--- config.mk ---
export PLATFORM = sky130hd
export DESIGN_NAME = reset_release_sequencer
export DESIGN_NICKNAME = d
export VERILOG_FILES = /design/src/rtl/reset_release_sequencer.sv
export SDC_FILE = /design/constraint.sdc
export NUM_CORES = 1
export LEC_CHECK = 0
export BUFFER_PORTS_ARGS = -buffer_cell sky130_fd_sc_hd__buf_2
export CORE_MARGIN = 2
export CORE_UTILIZATION = 45
export DETAILED_ROUTE_END_ITERATION = 6
export PLACE_DENSITY = 0.6
export SETUP_SLACK_MARGIN = 0.02
export SLEW_MARGIN = 0
export SYNTH_ARGS = -nofsm -noshare
export SYNTH_HDL_FRONTEND = slang
export SYNTH_SLANG_ARGS = --single-unit
--- constraint.sdc ---
create_clock -name CLK -period 2.5 [get_ports CLK]
set_input_delay 0.125 -clock CLK [delete_from_list [all_inputs] [get_ports CLK]]
set_output_delay 0.125 -clock CLK [all_outputs]
set_load 0.01 [all_outputs]
--- src/rtl/reset_release_sequencer.sv ---
// Reset release sequencer: releases per-stage resets one at a time, each gated by its ready ack.
// Optional per-stage ready timeout with automatic retry is enabled by defining RST_SEQ_TIMEOUT_EN.
module reset_release_sequencer #(
    parameter int NUM_STAGES     = 4,
    parameter int HOLD_CYCLES    = 8,
    parameter int STAGE_DELAY    = 4,
    parameter int CNT_W          = 16,
    parameter int TIMEOUT_CYCLES = 1024
) (
    input  logic                  CLK,
    input  logic                  RST,
    input  logic                  SW_RST_REQ,
    input  logic [NUM_STAGES-1:0] STAGE_READY,
    output logic [NUM_STAGES-1:0] STAGE_RST,
    output logic [3:0]            STAGE_IDX,
    output logic                  BUSY,
    output logic                  ALL_RELEASED,
    output logic                  TIMEOUT_ERR
);

    localparam int MAX_HD  = (HOLD_CYCLES > STAGE_DELAY) ? HOLD_CYCLES : STAGE_DELAY;
    localparam int MAX_ALL = (MAX_HD > TIMEOUT_CYCLES) ? MAX_HD : TIMEOUT_CYCLES;
    localparam longint unsigned CNT_LIMIT = (64'd1 << CNT_W) - 64'd1;

    if (NUM_STAGES < 1 || NUM_STAGES > 16) begin : g_bad_num_stages
        $error("reset_release_sequencer: NUM_STAGES must be in 1..16");
    end
    if (HOLD_CYCLES < 1 || STAGE_DELAY < 1 || TIMEOUT_CYCLES < 1) begin : g_bad_delays
        $error("reset_release_sequencer: HOLD_CYCLES, STAGE_DELAY and TIMEOUT_CYCLES must be >= 1");
    end
    if (CNT_W < 1 || CNT_W > 63 || 64'(MAX_ALL) > CNT_LIMIT) begin : g_bad_cnt_w
        $error("reset_release_sequencer: CNT_W too narrow for the configured cycle counts");
    end

    typedef enum logic [2:0] {
        ST_ASSERT,
        ST_HOLD,
        ST_WAIT_RDY,
        ST_GAP,
        ST_DONE
    } state_t;

    localparam logic [NUM_STAGES-1:0] STAGE0_MASK = NUM_STAGES'(1);
    localparam logic [3:0]            LAST_IDX    = 4'(NUM_STAGES - 1);
    localparam logic [CNT_W-1:0]      HOLD_LAST   = CNT_W'(HOLD_CYCLES - 1);
    localparam logic [CNT_W-1:0]      GAP_LAST    = CNT_W'(STAGE_DELAY - 1);
    localparam logic [CNT_W-1:0]      CNT_ONE     = CNT_W'(1);

    state_t                state_q, state_d;
    logic [CNT_W-1:0]      cnt_q, cnt_d;
    logic [3:0]            idx_q, idx_d;
    logic [NUM_STAGES-1:0] stage_rst_q, stage_rst_d;
    logic                  busy_q, busy_d;
    logic                  all_rel_q, all_rel_d;
    logic [15:0]           ready_pad;
    logic                  ready_sel;

`ifdef RST_SEQ_TIMEOUT_EN
    localparam logic [CNT_W-1:0] TIMEOUT_LAST = CNT_W'(TIMEOUT_CYCLES - 1);
    logic timeout_err_q, timeout_err_d;
`endif

    // Padding to 16 bits lets the 4-bit stage index select the awaited ready bit directly.
    assign ready_pad = 16'(STAGE_READY);
    assign ready_sel = ready_pad[idx_q];

    always_comb begin
        state_d     = state_q;
        cnt_d       = cnt_q;
        idx_d       = idx_q;
        stage_rst_d = stage_rst_q;
        busy_d      = busy_q;
        all_rel_d   = all_rel_q;
`ifdef RST_SEQ_TIMEOUT_EN
        timeout_err_d = timeout_err_q;
`endif
        if (SW_RST_REQ) begin
            stage_rst_d = '1;
            all_rel_d   = 1'b0;
            busy_d      = 1'b1;
            idx_d       = '0;
            cnt_d       = '0;
            state_d     = ST_HOLD;
        end else begin
            case (state_q)
                ST_ASSERT: begin
                    cnt_d   = '0;
                    state_d = ST_HOLD;
                end
                ST_HOLD: begin
                    if (cnt_q == HOLD_LAST) begin
                        stage_rst_d = stage_rst_q & ~STAGE0_MASK;
                        idx_d       = '0;
                        cnt_d       = '0;
                        state_d     = ST_WAIT_RDY;
                    end else begin
                        cnt_d = cnt_q + CNT_ONE;
                    end
                end
                ST_WAIT_RDY: begin
                    // A ready seen on the timeout edge still counts as success.
                    if (ready_sel) begin
                        cnt_d = '0;
                        if (idx_q == LAST_IDX) begin
                            all_rel_d = 1'b1;
                            busy_d    = 1'b0;
                            state_d   = ST_DONE;
                        end else begin
                            state_d = ST_GAP;
                        end
                    end
`ifdef RST_SEQ_TIMEOUT_EN
                    else if (cnt_q == TIMEOUT_LAST) begin
                        stage_rst_d   = '1;
                        timeout_err_d = 1'b1;
                        idx_d         = '0;
                        cnt_d         = '0;
                        state_d       = ST_HOLD;
                    end else begin
                        cnt_d = cnt_q + CNT_ONE;
                    end
`endif
                end
                ST_GAP: begin
                    if (cnt_q == GAP_LAST) begin
                        stage_rst_d = stage_rst_q & ~(STAGE0_MASK << (idx_q + 4'd1));
                        idx_d       = idx_q + 4'd1;
                        cnt_d       = '0;
                        state_d     = ST_WAIT_RDY;
                    end else begin
                        cnt_d = cnt_q + CNT_ONE;
                    end
                end
                ST_DONE: begin
                    state_d = ST_DONE;
                end
                default: begin
                    stage_rst_d = '1;
                    all_rel_d   = 1'b0;
                    busy_d      = 1'b1;
                    idx_d       = '0;
                    cnt_d       = '0;
                    state_d     = ST_ASSERT;
                end
            endcase
        end
    end

    always_ff @(posedge CLK) begin
        if (RST) begin
            state_q     <= ST_ASSERT;
            cnt_q       <= '0;
            idx_q       <= '0;
            stage_rst_q <= '1;
            busy_q      <= 1'b1;
            all_rel_q   <= 1'b0;
`ifdef RST_SEQ_TIMEOUT_EN
            timeout_err_q <= 1'b0;
`endif
        end else begin
            state_q     <= state_d;
            cnt_q       <= cnt_d;
            idx_q       <= idx_d;
            stage_rst_q <= stage_rst_d;
            busy_q      <= busy_d;
            all_rel_q   <= all_rel_d;
`ifdef RST_SEQ_TIMEOUT_EN
            timeout_err_q <= timeout_err_d;
`endif
        end
    end

    assign STAGE_RST    = stage_rst_q;
    assign STAGE_IDX    = idx_q;
    assign BUSY         = busy_q;
    assign ALL_RELEASED = all_rel_q;
`ifdef RST_SEQ_TIMEOUT_EN
    assign TIMEOUT_ERR  = timeout_err_q;
`else
    assign TIMEOUT_ERR  = 1'b0;
`endif

endmodule
==> impl_metrics.sql <==
INSERT INTO impl_metrics (metric_group, metric, value, unit) VALUES
('outcome', 'run_status', 'complete, no violations', ''),
('timing', 'finalWorstSetupSlack', '0.421', 'ns'),
('placed_design', 'post-place-ws', '0.453', 'ns'),
('timing', 'worst_slew_margin_relative_to_its_limit', '0.668', ''),
('cells_and_area', 'fillers', '360', ''),
('clock_tree', 'ctsRootBufferMaster', 'sky130_fd_sc_hd__clkbuf_8', ''),
('cells_and_area', 'final_net_count', '235', ''),
('yosys', 'synth_enable_flop_cells', '0', ''),
('power', 'totalPowerFinal', '935', 'uW'),
('detailed_routing', 'postRouteAntennaNets', '0', ''),
('timing', 'maxSlewViolCount', '0', ''),
('cells_and_area', 'layout.core_utilization', '0.517', ''),
('detailed_routing', 'drtIter0Drc', '130', ''),
('placed_design', 'dp.cells', '266', ''),
('worst_setup_path', 'critPathSlowestCell', 'sky130_fd_sc_hd__a211o_1', ''),
('job', 'maxCapViolCount', '0', ''),
('yosys', 'async_set_or_reset_flop_fraction_in_the_synthesized_netlist', '0', ''),
('floorplanning', 'std_cell_rows', '22', ''),
('timing', 'holdWs', '0.0462', 'ns'),
('clock_tree', 'postCtsResizedCells', '0', ''),
('floorplanning', 'floorplan.initialDensity', '0.460', ''),
('yosys', 'synthCells', '210', ''),
('timing', 'worst_slew_pin_slew', '0.496', 'ns'),
('worst_setup_path', 'reg2regPathDepth', '6', ''),
('cells_and_area', 'area_growth_syn_to_layout', '12.5', '%'),
('clock_tree', 'clock_pin_slew_on_the_worst_setup_and_hold_paths', '0.06', 'ns'),
('worst_setup_path', 'timing.critical_path.cells', 'ha_1, and3b_1, or2_1, a211o_1, or3_1, o21ai_0', ''),
('cells_and_area', 'n_antenna_cell', '0', ''),
('floorplanning', 'io_pins', '18', ''),
('global_route', 'antenna_found_initial', '0', ''),
('yosys', 'yosys_warnings', '0', ''),
('detailed_routing', 'vias', '1576', ''),
('worst_hold_path', 'hold_path.class', 'primary input to register', ''),
('floorplanning', 'floorplan.die_area', '4190', 'sq um'),
('yosys', 'synth_nets', '220', ''),
('timing', 'finalSetupTns', '0', 'ns'),
('timing', 'fin_crit_sh', '0.832', ''),
('worst_setup_path', 'cp_slowest_stage_delay', '0.45', 'ns'),
('floorplanning', 'placeableCoreArea', '3610', 'sq um'),
('cells_and_area', 'layout.cells.non_filler', '274', ''),
('power', 'vdd_ir_drop_max', '0.398', 'mV'),
('detailed_routing', 'via_density', '5.75', ''),
('worst_setup_path', 'crit_type', 'register to register', ''),
('yosys', 'syn-mean-instance-area', '7.89', 'sq um'),
('detailed_routing', 'wl_per_cell', '14.4', 'um'),
('global_route', 'grt_util_all_layers', '0.213', ''),
('clock_tree', 'clk_latency', '0.28', 'ns'),
('placed_design', 'detailed_placement_hpwl', '2.92', 'mm'),
('global_route', 'via_count_of_the_first_global_routing_pass', '1444', ''),
('floorplanning', 'fp.dieH', '64.7', 'um'),
('yosys', 'cell_area_after_synthesis', '1660', 'sq um'),
('global_route', 'grt_remaining_overflow', '0', ''),
('placed_design', 'placed_area', '1760', 'sq um'),
('worst_setup_path', 'worstPathArrival', '2.29', 'ns'),
('worst_setup_path', 'crit_path_start_kind', 'register', ''),
('yosys', 'ys_seq_elements', '29', ''),
('clock_tree', 'tritoncts_clock_tree', 'built', ''),
('timing', 'hold_viol_final', '0', ''),
('clock_tree', 'htree_num_levels', '2', ''),
('global_route', 'grt_max_degree', '16', ''),
('placed_design', 'numPortBuffers', '16', ''),
('cells_and_area', 'drive_above_1_share', '0.142', ''),
('floorplanning', 'die_width', '64.7', 'um'),
('timing', 'max_clock_freq', '481', 'MHz'),
('clock_tree', 'clock_sinks', '29', ''),
('clock_tree', 'post_cts_hold_buffer_count', '0', ''),
('detailed_routing', 'drt_pre_antenna_iters', '4', ''),
('timing', 'unrepaired_setup_endpoints_after_global_routing', 'no', ''),
('yosys', 'dominantRegCellSynth', 'sky130_fd_sc_hd__dfxtp_1', ''),
('clock_tree', 'postCtsSetupBuffers', '0', ''),
('placed_design', 'place_congestion', '0.807', '');
[sequential cells by signal (all words and copies together) (netlist names)]
signal / cells
cnt_q: 16
BUSY: 1
state_q: 3
STAGE_RST: 4
STAGE_IDX: 4
ALL_RELEASED: 1
[placed cells by master (no fill, tap or decap), types with 5 or more instances in the layout]
master / instances
sky130_fd_sc_hd__nand2_1: 22
sky130_fd_sc_hd__o21ai_0: 17
sky130_fd_sc_hd__or3_1: 8
sky130_fd_sc_hd__clkbuf_8: 7
sky130_fd_sc_hd__inv_1: 5
sky130_fd_sc_hd__a21oi_1: 16
sky130_fd_sc_hd__nand3_1: 9
sky130_fd_sc_hd__buf_2: 16
sky130_fd_sc_hd__dfxtp_1: 29
sky130_fd_sc_hd__nor3_1: 5
sky130_fd_sc_hd__nor2_1: 15
[synth_stat cells, drive strengths merged (2+ instances only)]
master   n  area [sq um]
mux2i    4          40.0
a31o     2          17.5
nor3b    2          15.0
a31oi    4          25.0
nand3    9          45.0
nor4     3          18.8
clkbuf   6          22.5
nor2b    3          18.8
a21oi   16          80.1
nand2   22          82.6
o211a    2          20.0
buf      5          33.8
xor2     2          17.5
ha       3          37.5
nand4    4          25.0
and4     4          35.0
and3     4          30.0
nand2b   4          25.0
and3b    3          26.3
o21ai   18          90.1
nor3     5          25.0
dfxtp   29           581
or3      8          50.1
xnor2    2          17.5
a21o     3          22.5
inv      5          18.8
nor2    15          56.3
or2      3          18.8
[worst paths after layout]
| kind | start | endpoint | slack [ns] |
|---|---|---|---|
| setup reg to reg | cnt_q[0] | cnt_q[5] | 0.42 |
| hold reg to reg | STAGE_RST[2] | STAGE_RST[2] | 0.45 |
| hold / removal | RST | state_q[0] | 0.05 |
| setup / recovery | cnt_q[0] | cnt_q[5] | 0.42 |
[critical path, delay by kind of cell (launching register included)]
| family | cells | cell delay [ns] |
|---|---|---|
| simple gates | 3 | 0.85 |
| compound gates | 2 | 0.52 |
| flops | 1 | 0.37 |
| fa+ha+maj | 1 | 0.27 |
[metal layers]
layer	GRT usage	vias to the layer above	part of all wire
li1	-	803	-
met1	0.267	727	0.46
met2	0.344	43	0.47
met3	0.0486	3	0.060
met4	0.104	0	0.0064
met5	0	-	0
[final cells by class]
cell class / instances / area (sq um) / share of cell area
inverter: 5 / 18.8 / 0.0101
multi-input combinational: 165 / 1000 / 0.537
tap: 48 / 60.1 / 0.0322
clock inverter: 1 / 5.00 / 0.00268
timing repair buffer: 19 / 103 / 0.0550
sequential: 29 / 581 / 0.311
clock buffer: 7 / 96.3 / 0.0516
[power breakdown]
| group | total, mW | internal, mW | switching, mW |
|---|---|---|---|
| Combinational | 0.0439 | 0.0170 | 0.0269 |
| Sequential | 0.471 | 0.465 | 0.00643 |
| Clock | 0.420 | 0.248 | 0.172 |
| Total | 0.935 | 0.730 | 0.205 |
[logic make-up (layout without fill, tap and decap cells)]
| group | count (synthesis) | in the layout | synth area share |
|---|---|---|---|
| other | 1 | 1 | 0.00226 |
| and+or+nand+nor | 92 | 92 | 0.298 |
| xor gates and xnor gates | 4 | 4 | 0.0211 |
| buffers and inverters | 16 | 32 | 0.0453 |
| AOI/OAI and AO/OA | 61 | 61 | 0.236 |
| adders and majority gates | 3 | 3 | 0.0226 |
| muxes | 4 | 4 | 0.0242 |
| DFF | 29 | 29 | 0.350 |
Note: power is estimated with default switching activity, not from simulation.
